===== config.mk =====
export PLATFORM = sky130hd
export DESIGN_NAME = hazard_ctrl_flat
export DESIGN_NICKNAME = d
export VERILOG_FILES = /design/src/rtl/hazard_ctrl_if.sv /design/src/rtl/hazard_ctrl.sv /design/src/flat_wrapper.sv
export SDC_FILE = /design/constraint.sdc
export NUM_CORES = 1
export LEC_CHECK = 0
export BUFFER_PORTS_ARGS = -buffer_cell sky130_fd_sc_hd__buf_2
export CORE_ASPECT_RATIO = 1.1
export CORE_MARGIN = 2
export CORE_UTILIZATION = 44
export CTS_CLUSTER_DIAMETER = 60
export CTS_CLUSTER_SIZE = 14
export DETAILED_ROUTE_END_ITERATION = 10
export GPL_TIMING_DRIVEN = 0
export PLACE_DENSITY = 0.73
export SYNTH_ARGS = -nofsm -noshare
export SYNTH_HDL_FRONTEND = slang
export SYNTH_SLANG_ARGS = --single-unit

===== constraint.sdc =====
create_clock -name clk -period 1.7 [get_ports clk]
set_clock_uncertainty 0.05 [all_clocks]
set_input_delay 0.085 -clock clk [delete_from_list [all_inputs] [get_ports clk]]
set_output_delay 0.085 -clock clk [all_outputs]
set_load 0.05 [all_outputs]

===== src/rtl/hazard_ctrl_if.sv =====
// ============================================================================
//  hazard_ctrl_if : pipeline hazard sideband bundle between datapath and
//                   hazard_ctrl.  Rev 1.0
// ============================================================================
`default_nettype none

interface hazard_ctrl_if;
  logic [4:0]  rs_id;
  logic [4:0]  rt_id;
  logic        use_rs_id;
  logic        use_rt_id;
  logic        branch_id;
  logic        md_use_id;
  logic        RegWrite_ex;
  logic        RegWrite_mem;
  logic [1:0]  MemtoReg_ex;
  logic [1:0]  MemtoReg_mem;
  logic [4:0]  wa_ex;
  logic [4:0]  wa_mem;
  logic [1:0]  md_start_ex;
  logic        stall;
  logic        bubble_ex;
  logic        md_busy;
  logic [3:0]  md_cnt;
  logic [15:0] stall_cnt;

  modport master (
    output rs_id, rt_id, use_rs_id, use_rt_id, branch_id, md_use_id,
           RegWrite_ex, RegWrite_mem, MemtoReg_ex, MemtoReg_mem,
           wa_ex, wa_mem, md_start_ex,
    input  stall, bubble_ex, md_busy, md_cnt, stall_cnt
  );

  modport slave (
    input  rs_id, rt_id, use_rs_id, use_rt_id, branch_id, md_use_id,
           RegWrite_ex, RegWrite_mem, MemtoReg_ex, MemtoReg_mem,
           wa_ex, wa_mem, md_start_ex,
    output stall, bubble_ex, md_busy, md_cnt, stall_cnt
  );
endinterface

`default_nettype wire


===== src/rtl/hazard_ctrl.sv =====
// ============================================================================
//  hazard_ctrl : load-use / branch-operand / MDU-busy stall generation with
//                saturating stall counter.  Rev 1.0
// ============================================================================
`default_nettype none

module hazard_ctrl (
  input  wire logic    clk,
  input  wire logic    reset,
  hazard_ctrl_if.slave bus
);

  typedef enum logic [0:0] {IDLE = 1'b0, BUSY = 1'b1} md_state_e;

  localparam logic [3:0] c_MULT_CYC = 4'd5;
  localparam logic [3:0] c_DIV_CYC  = 4'd10;
  localparam logic [1:0] c_LOAD     = 2'b01;

  md_state_e   state_q = IDLE;
  md_state_e   state_d;
  logic [3:0]  md_cnt_q = '0;
  logic [3:0]  md_cnt_d;
  logic [15:0] stall_cnt_q = '0;
  logic [15:0] stall_cnt_d;

  logic w_rs_ex, w_rt_ex, w_rs_mem, w_rt_mem;
  logic w_ex_wr, w_mem_ld;
  logic w_ld_hit, w_br_hit, w_md_hit;
  logic w_mult, w_div, w_stall;

  assign w_rs_ex  = bus.use_rs_id && (bus.rs_id == bus.wa_ex);
  assign w_rt_ex  = bus.use_rt_id && (bus.rt_id == bus.wa_ex);
  assign w_rs_mem = bus.use_rs_id && (bus.rs_id == bus.wa_mem);
  assign w_rt_mem = bus.use_rt_id && (bus.rt_id == bus.wa_mem);

  assign w_ex_wr  = bus.RegWrite_ex && (bus.wa_ex != 5'd0);
  assign w_mem_ld = bus.RegWrite_mem && (bus.MemtoReg_mem == c_LOAD) && (bus.wa_mem != 5'd0);

  // Encoding 11 is reserved and behaves exactly like "no MDU op".
  assign w_mult = (bus.md_start_ex == 2'b01);
  assign w_div  = (bus.md_start_ex == 2'b10);

  assign w_ld_hit = w_ex_wr && (bus.MemtoReg_ex == c_LOAD) && (w_rs_ex || w_rt_ex);
  assign w_br_hit = bus.branch_id &&
                    ((w_ex_wr && (w_rs_ex || w_rt_ex)) || (w_mem_ld && (w_rs_mem || w_rt_mem)));
  assign w_md_hit = bus.md_use_id && ((state_q == BUSY) || w_mult || w_div);

  assign w_stall = !reset && (w_ld_hit || w_br_hit || w_md_hit);

  always_comb begin
    state_d  = state_q;
    md_cnt_d = md_cnt_q;
    if (w_mult) begin
      state_d  = BUSY;
      md_cnt_d = c_MULT_CYC;
    end else if (w_div) begin
      state_d  = BUSY;
      md_cnt_d = c_DIV_CYC;
    end else if (state_q == BUSY) begin
      if (md_cnt_q <= 4'd1) begin
        state_d  = IDLE;
        md_cnt_d = 4'd0;
      end else begin
        md_cnt_d = md_cnt_q - 4'd1;
      end
    end
  end

  always_comb begin
    stall_cnt_d = stall_cnt_q;
    if (w_stall && (stall_cnt_q != 16'hFFFF)) begin
      stall_cnt_d = stall_cnt_q + 16'd1;
    end
  end

  always_ff @(posedge clk) begin
    if (reset) begin
      state_q     <= IDLE;
      md_cnt_q    <= 4'd0;
      stall_cnt_q <= 16'd0;
    end else begin
      state_q     <= state_d;
      md_cnt_q    <= md_cnt_d;
      stall_cnt_q <= stall_cnt_d;
    end
  end

  assign bus.stall     = w_stall;
  assign bus.bubble_ex = reset || w_stall;
  assign bus.md_busy   = (state_q == BUSY);
  assign bus.md_cnt    = md_cnt_q;
  assign bus.stall_cnt = stall_cnt_q;

endmodule

`default_nettype wire


===== src/flat_wrapper.sv =====
// flat-port wrapper written by rule: the top's interface ports become plain ports
module hazard_ctrl_flat 
  (clk, reset, bus_rs_id, bus_rt_id, bus_use_rs_id, bus_use_rt_id, bus_branch_id, bus_md_use_id, bus_RegWrite_ex, bus_RegWrite_mem, bus_MemtoReg_ex, bus_MemtoReg_mem, bus_wa_ex, bus_wa_mem, bus_md_start_ex, bus_stall, bus_bubble_ex, bus_md_busy, bus_md_cnt, bus_stall_cnt);
  hazard_ctrl_if bus_i ();
  input  wire logic clk;
  input  wire logic reset;
  input wire logic [$bits(bus_i.rs_id)-1:0] bus_rs_id;
  input wire logic [$bits(bus_i.rt_id)-1:0] bus_rt_id;
  input wire logic [$bits(bus_i.use_rs_id)-1:0] bus_use_rs_id;
  input wire logic [$bits(bus_i.use_rt_id)-1:0] bus_use_rt_id;
  input wire logic [$bits(bus_i.branch_id)-1:0] bus_branch_id;
  input wire logic [$bits(bus_i.md_use_id)-1:0] bus_md_use_id;
  input wire logic [$bits(bus_i.RegWrite_ex)-1:0] bus_RegWrite_ex;
  input wire logic [$bits(bus_i.RegWrite_mem)-1:0] bus_RegWrite_mem;
  input wire logic [$bits(bus_i.MemtoReg_ex)-1:0] bus_MemtoReg_ex;
  input wire logic [$bits(bus_i.MemtoReg_mem)-1:0] bus_MemtoReg_mem;
  input wire logic [$bits(bus_i.wa_ex)-1:0] bus_wa_ex;
  input wire logic [$bits(bus_i.wa_mem)-1:0] bus_wa_mem;
  input wire logic [$bits(bus_i.md_start_ex)-1:0] bus_md_start_ex;
  output wire logic [$bits(bus_i.stall)-1:0] bus_stall;
  output wire logic [$bits(bus_i.bubble_ex)-1:0] bus_bubble_ex;
  output wire logic [$bits(bus_i.md_busy)-1:0] bus_md_busy;
  output wire logic [$bits(bus_i.md_cnt)-1:0] bus_md_cnt;
  output wire logic [$bits(bus_i.stall_cnt)-1:0] bus_stall_cnt;
  assign bus_i.rs_id = bus_rs_id;
  assign bus_i.rt_id = bus_rt_id;
  assign bus_i.use_rs_id = bus_use_rs_id;
  assign bus_i.use_rt_id = bus_use_rt_id;
  assign bus_i.branch_id = bus_branch_id;
  assign bus_i.md_use_id = bus_md_use_id;
  assign bus_i.RegWrite_ex = bus_RegWrite_ex;
  assign bus_i.RegWrite_mem = bus_RegWrite_mem;
  assign bus_i.MemtoReg_ex = bus_MemtoReg_ex;
  assign bus_i.MemtoReg_mem = bus_MemtoReg_mem;
  assign bus_i.wa_ex = bus_wa_ex;
  assign bus_i.wa_mem = bus_wa_mem;
  assign bus_i.md_start_ex = bus_md_start_ex;
  assign bus_stall = bus_i.stall;
  assign bus_bubble_ex = bus_i.bubble_ex;
  assign bus_md_busy = bus_i.md_busy;
  assign bus_md_cnt = bus_i.md_cnt;
  assign bus_stall_cnt = bus_i.stall_cnt;
  hazard_ctrl u_core (.clk(clk), .reset(reset), .bus(bus_i));
endmodule

==> qor.txt, run 1 <==
Outcome: complete, but fails checks
Violated checks: setup timing
Critical Path RT: 1560 ps
Total Routing Usage GR: 23.8%
PnR Total Power: 1.20 mW
#FFs+latches synth: 21
Pwr Density: 488 nW/um^2
Layout area overhead: 63.5%
Post-synthesis mux area share: 2.25%
Synth area leaders: dfxtp_1 (28%), xor2_1 (9.3%), ha_1 (4.2%)
CP dominant cell by count: buf_8
Hold slack: 87.1 ps
Simple-Gate Fraction of Synth Area: 26.7%
Worst Tran Pin Value: 594 ps
First-pass GRT wire length: 7.29 mm
F_max: 566 MHz
XOR/XNOR share of the synthesized area: 12.2%
Ys flop type: dfxtp_1
Vias in the first global route: 1,610
Total clock sinks: 21
Synth unique cells: 45
Cell accounting for the most synthesized area: dfxtp_1
Synthesized area: 1500 um^2
I/O Buffers: 56
CTS Root Cell: clkbuf_4
Max incr delay on CP: 540 ps
Compound-Gate Fraction of Synth Area: 21.6%
Hold Crit Class: input pin to flop
Total number of vias: 1,799
Most frequent cell after synthesis: dfxtp_1
Max-cap violations: 0
Met3 Usage GRT: 2.56%
Antenna-violating nets left: 0
Post-Route Setup TNS: -328 ps
Setup crit end kind: primary output
Final GP Congestion: 0.903
Final WS setup: -65.3 ps
Post-Layout Cell Count: 305
Post-synthesis adder-cell area fraction: 4.16%
Antenna violations before repair: 0
Site Rows: 22
Layout cells sized above 1: 56.5%
Hold_buf cts: 0
RSZ-0062 raised after global routing: yes
Post-DR vias/cell: 5.90
M1 GR Usage: 32.3%
Met2 Use GR: 40.4%
Final routed DRC violation total: 0
Dpl ws: -306 ps
Synth top cells by count: dfxtp_1 (21), xor2_1 (16), a21oi_1 (10), nand2_1 (10), inv_1 (9)
Post-synth EDFFs: 0
Fin crit period: 1770 ps
CTS Buf Count: 3
Leak Pwr: 1.04 nW
Critical path arrival: 1630 ps
Die W: 59.7 um
Final Slew Violations: 0
Critical-path top delay cell: or4_1
Period utilisation layout: 104%
CTS tree: done
Die footprint: 3900 um^2
Post-route design area: 2460 um^2
Placed cells: 274
Synth Instances: 182
IO Count: 57
Largest net degree at the start of global routing: 13
Mean Syn Cell Area: 8.26 um^2
Clk pin slew, worst setup/hold paths: 120 ps
Starting Density: 45.5%
Clk Latency, worst-skew pair: 320 ps
Nature of the critical path startpoint: input pin
Post-Syn Nets: 221
Post-DP Area: 1960 um^2
# nets final: 309
H-tree depth: 1
Fillers: 248
Synthesis warning total: 0
Max IR drop VDD: 0.373 mV
Drt total wl: 5.06 mm
Post-synth top area share: 28.0%
Critical path cell sequence: buf_2 > or4_1 > o21ai_2 > o221a_2 > buf_6 > buf_8 > nand2_4 > buf_8
Core outline area: 3300 um^2
Async S/R FF share, synth: 0%
Final core occ: 74.4%
Final Hold Vio Count: 0
Wire length per cell: 16.6 um
CTS max path bufs: 2
Critical path class: input pin to primary output
GR peak layer: met2
N_diodes: 0
Final HPWL DP: 3.12 mm
Max transition margin: 60.4%
Die H: 65.3 um
CP Max Fanout: 6
# setup viols final: 8
DR pass1 iterations: 4
DRT iter0 DRCs: 109
Register area share after synthesis: 28.0%
Main combinational cell family by area after synthesis: simple AND/OR/NAND/NOR gates
Overflow after GRT: 0
[cells by family after synthesis]
kind of cell	Yosys count
multiplexers	3
AND/OR/NAND/NOR	70
AO/OA/AOI/OAI	45
XOR/XNOR	21
buffers and inverters	17
flip-flops	21
adder cells (fa/ha/maj)	5
[layer usage]
layer	routed length (um)	vias to the layer above
met5	0	-
met1	2030	841
met4	118	0
met2	2640	80
met3	275	17
li1	-	861
[where the power goes]
group,internal (mW),leakage (nW),total [mW],switching [mW]
Combinational,0.185,0.838,0.421,0.236
Clock,0.0881,0.0177,0.260,0.171
Sequential,0.496,0.183,0.518,0.0218
[final cells by class]
type                            count  area (um^2)  area share, %
Clock inverter                      1         5.00          0.204
Multi-Input combinational cell    144         1230           50.2
Timing Repair Buffer               84          588           23.9
Clock buffer                        3         22.5          0.916
Sequential cell                    21          472           19.2
Inverter                            9         33.8           1.37
Buffer                              7         57.6           2.34
Tap cell                           36         45.0           1.83
[repair_timing]
| item | CTS | global route |
|---|---|---|
| buffers inserted | 19 | 9 |
| endpoints found under the setup margin | 14 | 18 |
| pin swaps | 18 | 16 |
| resized for setup | 30 | 31 |
[worst paths after layout]
check,from,to,slack (ps),depth (start not counted)
setup / recovery,bus_wa_mem[1],bus_bubble_ex,-70,8
hold / removal,reset,u_core.bus.stall_cnt[15],90,3
setup reg to reg,u_core.bus.stall_cnt[9],u_core.bus.stall_cnt[11],-40,6
hold reg to reg,u_core.bus.md_cnt[2],u_core.bus.md_cnt[2],480,2
[worst max-delay path: cells and delay by family]
family	cells	cell delay, ps
simple gates	2	590
buf+inv	4	530
compound gates	2	410
[flip-flops by register name (all words and copies together), names as in the netlist]
| name | count |
|---|---|
| u_core.bus.md_busy | 1 |
| u_core.bus.md_cnt | 4 |
| u_core.bus.stall_cnt | 16 |
[layout by cell type, fill, tap and decap left out, types with 5 or more instances in the layout]
cell type  count
buf_2         45
buf_4         26
xor2_1        15
buf_6         12
dfxtp_4       11
inv_1          9
nand2_1        8
a21oi_1        8
dfxtp_2        8
nor2_1         7
or4_1          5
xnor2_1        5
buf_8          5
nand3_1        5
o31ai_1        5
o21ai_0        5
(Power assumes the default switching activity.)
==> run 2, diff against run 1 <==
- SKIP_LAST_GASP: default -> 1
==> run 2 against run 1 <==
The flow still finishes with violations (setup timing). Via count rose by 1.1%. Flip-flop and latch count did not move. Critical path depth did not move. Maximum frequency fell by 1.7%. Register-to-register slack got worse by 20 ps. Sequential share of layout area rose by 0.25 points. Hold slack improved by 6.8 ps. Final area fell by 1.3%. Largest cell class unchanged.
==> qor.txt, run 2 (synthesized netlist as in run 1, its figures left out) <==
First-pass GRT wire length: 7.25 mm
R2r setup slk: -60 ps
CTS Root Cell: clkbuf_4
Commonest non-fill, non-tap cell in the layout: buf_2
Period utilisation layout: 106%
P_sw: 0.423 mW
DR pass1 iterations: 4
Total number of vias: 1,818
Pwr Density: 489 nW/um^2
Max FFs per register: 16
Die W: 59.7 um
RSZ-0062 raised after global routing: yes
IO Count: 57
Sw Ratio: 35.6%
Largest net degree at the start of global routing: 13
Placed cells: 274
Clk pwr share: 21.3%
Combinational power share: 35.1%
Critical Path RT: 1560 ps
Post-Layout Cell Count: 305
# nets final: 309
Hold depth: 3
Clk pin slew, worst setup/hold paths: 120 ps
Clk Latency, worst-skew pair: 310 ps
PnR Total Power: 1.19 mW
Max-cap violations: 0
Drt total wl: 5.04 mm
Wire length per cell: 16.5 um
Hold_buf cts: 0
Final core occ: 73.4%
End of the worst register-to-register path: u_core.bus.stall_cnt[10]
Post-DR vias/cell: 5.96
Max transition margin: 61.6%
Layout cells sized above 1: 55.8%
HP Start: reset
Setup crit end kind: primary output
DRT iter0 DRCs: 106
Final Slew Violations: 0
CTS Buf Count: 3
Final WS setup: -95.3 ps
Max IR drop VDD: 0.330 mV
Outcome: complete, but fails checks
Total Routing Usage GR: 23.6%
# setup viols final: 12
Critical path class: input pin to primary output
Total clock sinks: 21
Internal power: 0.764 mW
Critical path arrival: 1660 ps
Layout area overhead: 61.4%
Overflow after GRT: 0
Final HPWL DP: 3.12 mm
Reg power frac: 43.6%
Final GP Congestion: 0.903
F_max: 557 MHz
Violated checks: setup timing
R2R Path Start: u_core.bus.stall_cnt[9]
Site Rows: 22
H-tree depth: 1
Die footprint: 3900 um^2
Vias in the first global route: 1,606
Antenna violations before repair: 0
Final routed DRC violation total: 0
CTS max path bufs: 2
Leak Pwr: 1.03 nW
CP Max Fanout: 6
CTS tree: done
N_diodes: 0
Hold Crit Class: input pin to flop
Antenna-violating nets left: 0
Worst Tran Pin Value: 577 ps
Fin crit period: 1800 ps
Most frequent cells in the layout: buf_2 (47), buf_4 (28), xor2_1 (15)
Starting Density: 45.5%
Die H: 65.3 um
I/O Buffers: 56
Core outline area: 3300 um^2
Final Hold Vio Count: 0
Hold path endpoint: u_core.bus.stall_cnt[15]
Nature of the critical path startpoint: input pin
Reg2Reg Depth: 7
run 2: cell count changes in the layout (fill, tap and decap cells not counted):
| cell | change |
|---|---|
| buf_4 | +2 |
| o311ai_0 | +1 |
| o41ai_2 | -1 |
| buf_2 | +2 |
| o311ai_1 | -1 |
| buf_6 | -4 |
| o41ai_1 | +1 |
| a21oi_2 | -1 |
| a21oi_1 | +1 |
run 2: worst max-delay path by stage:
| stage | slack (ps) | cells past startpoint | startpoint | endpoint |
|---|---|---|---|---|
| global route | -120 | 7 | u_core.bus.stall_cnt[9] | u_core.bus.stall_cnt[10] |
| detailed placement | -310 | 8 | bus_wa_ex[4] | u_core.bus.stall_cnt[11] |
| finish | -100 | 8 | bus_wa_mem[1] | bus_bubble_ex |
| CTS | -80 | 9 | bus_rt_id[0] | bus_stall |
| global placement | -310 | 8 | bus_rt_id[4] | u_core.bus.stall_cnt[11] |
| floorplan | -50 | 6 | u_core.bus.stall_cnt[8] | u_core.bus.stall_cnt[11] |
run 2: timing repair:
| item | CTS | global route |
|---|---|---|
| resized for setup | 27 | 26 |
| cloned | 0 | 0 |
| endpoints found under the setup margin | 14 | 18 |
| buffers inserted | 19 | 9 |
| hold endpoints to repair | 0 | 0 |
| pin swaps | 18 | 14 |
run 2: final cells by class:
cell class,count,area [um^2]
fillers,257,877
clock buffers,3,22.5
repair buffers,84,568
well taps,36,45.0
multi-input cells,144,1220
clock inverters,1,5.00
flip-flops and latches,21,472
plain buffers,7,57.6
inverters,9,33.8
run 2: metrics by stage:
| stage | setup slack (ps) | setup TNS (ps) | cell area [um^2] | hold WS [ps] |
|---|---|---|---|---|
| after global placement | -308 | -4710 | 1960 | 408 |
| after detailed placement | -306 | -4710 | 1960 | 409 |
| after floorplan | -48.2 | -197 | 1630 | 202 |
| after CTS | -75.4 | -237 | 2240 | 76.8 |
| after global routing | -119 | -1560 | 2430 | 90.7 |
| final | -95.3 | -490 | 2430 | 94.0 |
run 2: metal layers:
layer,vias to the layer above,GRT usage (%),wire length [um]
met5,-,0,0
met4,0,4.72,93
met3,14,2.95,263
met2,78,39.9,2670
met1,861,31.9,2020
li1,865,-,-
run 2: power groups by stage:
stage / Combinational, mW / Sequential (mW) / Clock (mW)
finish: 0.416 / 0.517 / 0.253
global route: 0.446 / 0.520 / 0.282
CTS: 0.379 / 0.517 / 0.260
detailed placement: 0.335 / 0.526 / 0
global placement: 0.329 / 0.526 / 0
floorplan: 0.171 / 0.578 / 0
run 2: critical path, cell delays in order:
cell and delay (ps):
buf_2 130, or4_1 570, o21ai_2 190, o221a_2 230, buf_6 130, buf_8 120
nand2_4 50, buf_8 150
